`src/rtl/switch_debouncer_if.sv`:
```
// switch_debouncer_if: raw switch pins in, debounced levels and edge pulses out
interface switch_debouncer_if #(
  parameter int NUM_SW = 2
);
  logic [NUM_SW-1:0] i_switch;
  logic [NUM_SW-1:0] o_switch;
  logic [NUM_SW-1:0] o_rise;
  logic [NUM_SW-1:0] o_fall;
  modport master (output i_switch, input o_switch, input o_rise, input o_fall);
  modport slave (input i_switch, output o_switch, output o_rise, output o_fall);
endinterface

```
`src/rtl/switch_debouncer.sv`:
```
// switch_debouncer: per-channel 2-flop synchronizer, settle counter and FSM producing clean levels and edge pulses
module switch_debouncer #(
  parameter int NUM_SW          = 2,
  parameter int DEBOUNCE_CYCLES = 1000000
) (
  input logic            i_clk,
  input logic            i_reset,
  switch_debouncer_if.slave sw
);
  localparam int CW = $clog2(DEBOUNCE_CYCLES);
  localparam logic [CW-1:0] LAST = CW'(DEBOUNCE_CYCLES - 1);
  typedef enum logic {STABLE, SETTLING} state_t;
  for (genvar g = 0; g < NUM_SW; g++) begin : g_ch
    logic          r_sync1, r_sync2, r_sw, r_rise, r_fall;
    logic [CW-1:0] r_cnt;
    state_t        r_state;
    always_ff @(posedge i_clk or posedge i_reset) begin
      if (i_reset) begin
        r_sync1 <= 1'b0;
        r_sync2 <= 1'b0;
        r_sw    <= 1'b0;
        r_rise  <= 1'b0;
        r_fall  <= 1'b0;
        r_cnt   <= '0;
        r_state <= STABLE;
      end else begin
        r_sync1 <= sw.i_switch[g];
        r_sync2 <= r_sync1;
        r_rise  <= 1'b0;
        r_fall  <= 1'b0;
        r_cnt   <= '0;
        if (r_state == STABLE) begin
          r_state <= (r_sync2 != r_sw) ? SETTLING : STABLE;
        end else if (r_sync2 == r_sw) begin
          r_state <= STABLE;
        end else if (r_cnt == LAST) begin
          // sync2 differs from the accepted level here, so the new level alone picks the pulse
          r_sw    <= r_sync2;
          r_rise  <= r_sync2;
          r_fall  <= ~r_sync2;
          r_state <= STABLE;
        end else begin
          r_cnt <= r_cnt + 1'b1;
        end
      end
    end
    assign sw.o_switch[g] = r_sw;
    assign sw.o_rise[g]   = r_rise;
    assign sw.o_fall[g]   = r_fall;
  end
endmodule

```
`src/flat_wrapper.sv`:
```
// flat-port wrapper written by rule: the top's interface ports become plain ports
module switch_debouncer_flat 
#(
  parameter int NUM_SW          = 2,
  parameter int DEBOUNCE_CYCLES = 1000000
)
  (i_clk, i_reset, sw_i_switch, sw_o_switch, sw_o_rise, sw_o_fall);
  switch_debouncer_if #(.NUM_SW(NUM_SW)) sw_i ();
  input logic i_clk;
  input logic i_reset;
  input wire logic [$bits(sw_i.i_switch)-1:0] sw_i_switch;
  output wire logic [$bits(sw_i.o_switch)-1:0] sw_o_switch;
  output wire logic [$bits(sw_i.o_rise)-1:0] sw_o_rise;
  output wire logic [$bits(sw_i.o_fall)-1:0] sw_o_fall;
  assign sw_i.i_switch = sw_i_switch;
  assign sw_o_switch = sw_i.o_switch;
  assign sw_o_rise = sw_i.o_rise;
  assign sw_o_fall = sw_i.o_fall;
  switch_debouncer #(.NUM_SW(NUM_SW), .DEBOUNCE_CYCLES(DEBOUNCE_CYCLES)) u_core (.i_clk(i_clk), .i_reset(i_reset), .sw(sw_i));
endmodule
```
`config.mk`:
```
export PLATFORM = sky130hd
export DESIGN_NAME = switch_debouncer_flat
export DESIGN_NICKNAME = d
export VERILOG_FILES = /design/src/rtl/switch_debouncer_if.sv /design/src/rtl/switch_debouncer.sv /design/src/flat_wrapper.sv
export SDC_FILE = /design/constraint.sdc
export NUM_CORES = 1
export LEC_CHECK = 0
export CAP_MARGIN = 20
export CORE_ASPECT_RATIO = 0.9
export CORE_MARGIN = 1.5
export CORE_UTILIZATION = 40
export DETAILED_ROUTE_END_ITERATION = 10
export PLACE_DENSITY = 0.52
export SLEW_MARGIN = 30
export SYNTH_ARGS = -nofsm -noshare
export SYNTH_HDL_FRONTEND = slang
export SYNTH_SLANG_ARGS = --single-unit
export TNS_END_PERCENT = 50
```
`constraint.sdc`:
```
create_clock -name i_clk -period 4.6 [get_ports i_clk]
set_input_delay 0.92 -clock i_clk [delete_from_list [all_inputs] [get_ports i_clk]]
set_output_delay 0.92 -clock i_clk [all_outputs]
set_load 0.1 [all_outputs]
```
---- Yosys cells after proc, flatten, opt, wreduce, memory -nomap -nowiden ----
Index checks and enable logic that the tools add are counted.
operators by class
  bitwise logic cells ..................... 4
  muxes and demuxes ....................... 26
  equality and inequality tests ........... 6
  reduce and logical (&&, ||, !) cells .... 2
  add/sub/neg operators ................... 2
operators by type and width
  cell                     number
  $mux W20                 6
  $add A20 B1 Y20 const B  2
  $eq A20 B20 Y1 const B   2
  $mux W1                  20
  $reduce_and A3 Y1        2
  $not A1 Y1               4
  $eq A1 B1 Y1             2
  $ne A1 B1 Y1             2
storage, ports and cells
  logic and storage cells ................. 54
  flip-flop bits (word level) ............. 52
  input bits .............................. 4

---- Depth between registers and ports, before layout ----
  depth in word-level cells ............... 4
  gate-level depth with buffers ........... 6
  gate-level depth less buffers ........... 5

---- Worst setup path after synthesis ----
No wires, ideal clock.
  kind .................................... register to register
  start point ............................. reg u_core.g_ch[0].r_cnt[0]
  end point ............................... reg u_core.g_ch[0].r_cnt[18]
  setup slack ............................. 2.599 ns
  required time ........................... 4.527 ns
  path buffers ............................ 1
  clock period less this slack ............ 2.001 ns
  setup time .............................. 0.073 ns
  arrival time ............................ 1.928 ns
  stages on the path, launching flop included .. 7
  cell sequence ........................... dfrtp_1 ha_1 nand2_4 or4_1 buf_2 or4_4 a21oi_2
between the ends
  cells in the longest elaborated chain, start to end .. 4
  elaborated cells on any way between the ends .. 5
RTL lines
  what                                               line                                            RTL
  start, declared                                    switch_debouncer.sv:15                          logic [CW-1:0] r_cnt;
  start signal, assigned                             switch_debouncer.sv:43                          r_cnt <= r_cnt + 1'b1;
  $add A20 B1 Y20 or $eq A20 B20 Y1 (tied branches)  switch_debouncer.sv:43, switch_debouncer.sv:36
  $mux W20 *                                         switch_debouncer.sv:36                          end else if (r_cnt == LAST) begin
  $mux W20 *                                         switch_debouncer.sv:34                          end else if (r_sync2 == r_sw) begin
  $mux W20 *                                         switch_debouncer.sv:32                          if (r_state == STABLE) begin
Mark *: on every way between the ends. The rest lies on a longest branch, timed or not.
A chain may end at the register's enable or synchronous reset.

---- Worst setup path after layout ----
  start point ............................. reg u_core.g_ch[0].r_sw
  end point ............................... out sw_o_switch[0]
RTL lines
  what                    line                    RTL
  start, declared         switch_debouncer.sv:14  logic r_sync1, r_sync2, r_sw, r_rise, r_fall;
  start signal, assigned  switch_debouncer.sv:38  r_sw <= r_sync2;
  end, declared           flat_wrapper.sv:12      output wire logic [$bits(sw_i.o_switch)-1:0] sw_o_switch;
No word-level cell between the ends.

==> results.md <==
* Global Route met3 Usage at 3.30%
* Final worst path period need at 2.78 ns
* Insertion delay of the later-clocked pin in the worst-skew pair at 0.30 ns
* Die Area at 0.00669 sq mm
* Number of global-route vias before repair at 1664
* Nets at 257
* Share of cells above drive strength 1 at 7.94%
* Status: finished, final reports clean
* Count of H-tree levels built during CTS at 2
* Setup repair after global routing missed its margin: no
* Die Height at 77.8 microns
* Setup fix buffers added after clock tree synthesis at 0
* Clock tree from TritonCTS: yes
* First-pass GRT wire length at 7.94 mm
* Buf+Inv Stages, Crit Path at 1
* Endpoint of the worst-slack reg-to-reg timing path: u_core.g_ch[1].r_cnt[6]
* Hold_ws at 0.357 ns
* Post-detailed-route DRC marker count at 0
* Root Driver: clkbuf_8
* Cell area after placement at 0.00258 sq mm
* Most congested layer reported by global routing: met1
* Most frequent standard cell in the layout excluding fill and tap cells: dfrtp_1
* Worst setup slack for register-to-register paths at 2.25 ns
* Largest voltage drop on the vdd net at 123 uV
* FF-to-FF path depth at 4
* Worst Path Arrival at 1.86 ns
* Synth warn at 0
* Clock-pin slew on the worst setup and hold paths at 0.10 ns
* Actual transition at the worst max-transition pin at 0.962 ns
* Required @ worst endpoint at 3.68 ns
* Family of cells with the greatest summed delay on the critical path: buffers and inverters
* Count of endpoints failing hold in the final timing report at 0
* Path class of the lowest-slack min-delay path: flip-flop to flip-flop
* Number of rows in the core area at 27
* Worst slack after detailed placement at 2.14 ns
* Delay of the slowest cell on the worst path at 1.15 ns
* Post_cts resized at 0
* Final ANT Viol Nets at 0
* Headroom to the max-slew limit at 35.7%
* Most frequent cells in the layout: dfrtp_1 (52), nor2_1 (30), xnor2_1 (19)
* Clk sink count at 52
* Leakage power summed over all cells at 0.00103 uW
* Max-capacitance violation count at 0
* Post-route clock skew at 0.00588 ns
* Met2 Resource Use GR at 21.6%
* Maximum clock insertion buffer count at 2
* Final estimated routing congestion in global placement at 0.744
* Critical-path cell list: clkdlybuf4s50_1
* Antenna diode count at 0
* Startpoint of the lowest-slack register-to-register path: u_core.g_ch[1].r_cnt[12]
* TritonCTS Buffers at 5
* Setup TNS Final at 0 ns
* Biggest fanout along the worst timing path at 5
* Routed via count at 1708
* Io pins at 10
* Antenna violations before repair at 0
* Critical path class: flip-flop to primary output
* Routed len/inst at 13.7 microns
* Final count of pins violating max slew at 0
* Via density per instance at 5.27
* PwrDens at 295 mW/mm^2
* Setup Viol. Count Final at 0
* Max stage delay cell, worst path: clkdlybuf4s50_1
* Starting Density at 41.1%
* Mean Syn Cell Area at 10.0 sq um
* Logic depth of the worst path, buffers included at 1
* Distinct cells, synth at 34
* Worst Slack Setup Final at 1.82 ns
* 1st-pass router iterations at 4
* Number of standard cells after synthesis at 248
* Cell area after layout at 0.00270 sq mm
* Min-Delay Startpoint: u_core.g_ch[1].r_sync1
* Global-route met1 utilization at 22.3%
* Count of cells along the worst hold path at 0
* Port bufs at 9
* Fraction of the cycle the final worst path needs at 60.5%
* Post-Syn Nets at 254
* Largest net degree at the start of global routing at 28
* Yosys reg bits at 52
* Terminating pin of the worst hold path: u_core.g_ch[1].r_sync2
* Nature of the critical path endpoint: primary output
* Global routing usage summed across all routing layers at 14.9%
* Placed wire-length estimate at 3.05 mm
* Hold buffer count at cts at 0
* Initial detailed-routing violation count at 90
* Die Wd at 86.1 microns
* Placeable core region at 0.00605 sq mm
* Routed WL at 4.45 mm
* Sequential area share after synthesis at 52.4%
* Crit path launch type: flip-flop
* Fmax at 359 MHz
* Synthesized area at 0.00248 sq mm
* Synth-to-layout area growth at 8.56%
* Overall overflow remaining after global route at 0
==> where the power goes <==
| part | total, uW | leakage [uW] | internal (uW) | switching, uW |
|---|---|---|---|---|
| combinational | 23.1 | 0.000268 | 5.86 | 17.3 |
| clock | 309 | 0.0000541 | 161 | 148 |
| sequential | 464 | 0.000711 | 461 | 3.41 |
==> logic make-up after synthesis <==
kind of cell / Yosys count / synth area share [%]
buf+inv: 25 / 5.14
simple gates: 114 / 25.2
compound gates: 28 / 6.50
mux: 2 / 0.907
xor+xnor: 25 / 8.82
fa+ha+maj: 2 / 1.01
flops: 52 / 52.4
==> metal layers <==
layer	up-vias	routed length [microns]
met1	828	2410
met2	15	1880
met3	5	119
met5	-	0
li1	860	-
met4	0	40
==> worst max path at each step <==
| stage | from | end |
|---|---|---|
| finish | u_core.g_ch[0].r_sw | sw_o_switch[0] |
| global route | u_core.g_ch[0].r_sw | sw_o_switch[0] |
| CTS | u_core.g_ch[1].r_sw | sw_o_switch[1] |
| detailed placement | u_core.g_ch[1].r_sw | sw_o_switch[1] |
| global placement | u_core.g_ch[1].r_sw | sw_o_switch[1] |
| floorplan | i_reset | u_core.g_ch[0].r_cnt[0] |
==> layout make-up <==
class,instances,area [sq um]
Sequential cell,52,1300
Clock inverter,3,42.5
Fill cell,589,3350
Multi-Input combinational cell,171,1050
Clock buffer,5,68.8
Inverter,11,41.3
Tap cell,72,90.1
Timing Repair Buffer,10,97.6
==> synthesized netlist by cell type (all sizes together) <==
cell	number	area share (%)
nand2b	2	0.50
a21o	2	0.60
nor4	7	1.8
and3	2	0.50
or3	10	2.5
mux2	2	0.91
or2	2	0.50
xor2	6	2.1
a21oi	13	2.8
nand4	6	1.8
o31ai	5	1.5
nand4b	1	0.35
or4	9	2.9
o21ai	8	1.6
and2	2	0.50
dfrtp	52	52
xnor2	19	6.7
nor2	30	4.5
nor3b	4	1.2
clkbuf	4	0.60
inv	11	1.7
buf	10	2.9
nand3	18	4.1
ha	2	1.0
nand2	12	2.1
or3b	1	0.35
nor3	8	1.6
==> through the flow <==
step	total power, uW	util [%]	cells
after global routing	836	44.6	324
after detailed placement	498	42.7	316
after global placement	498	42.7	316
after CTS	815	44.6	324
final	796	44.6	324
after floorplan	490	-	248
==> sequential cells by signal (all words and copies together) (netlist names) <==
register / cells
u_core.g_ch.r_state: 2
u_core.g_ch.r_rise: 2
u_core.g_ch.r_sync1: 2
u_core.g_ch.r_sw: 2
u_core.g_ch.r_cnt: 40
u_core.g_ch.r_fall: 2
u_core.g_ch.r_sync2: 2
No activity file was read; power rests on OpenSTA's default activity.
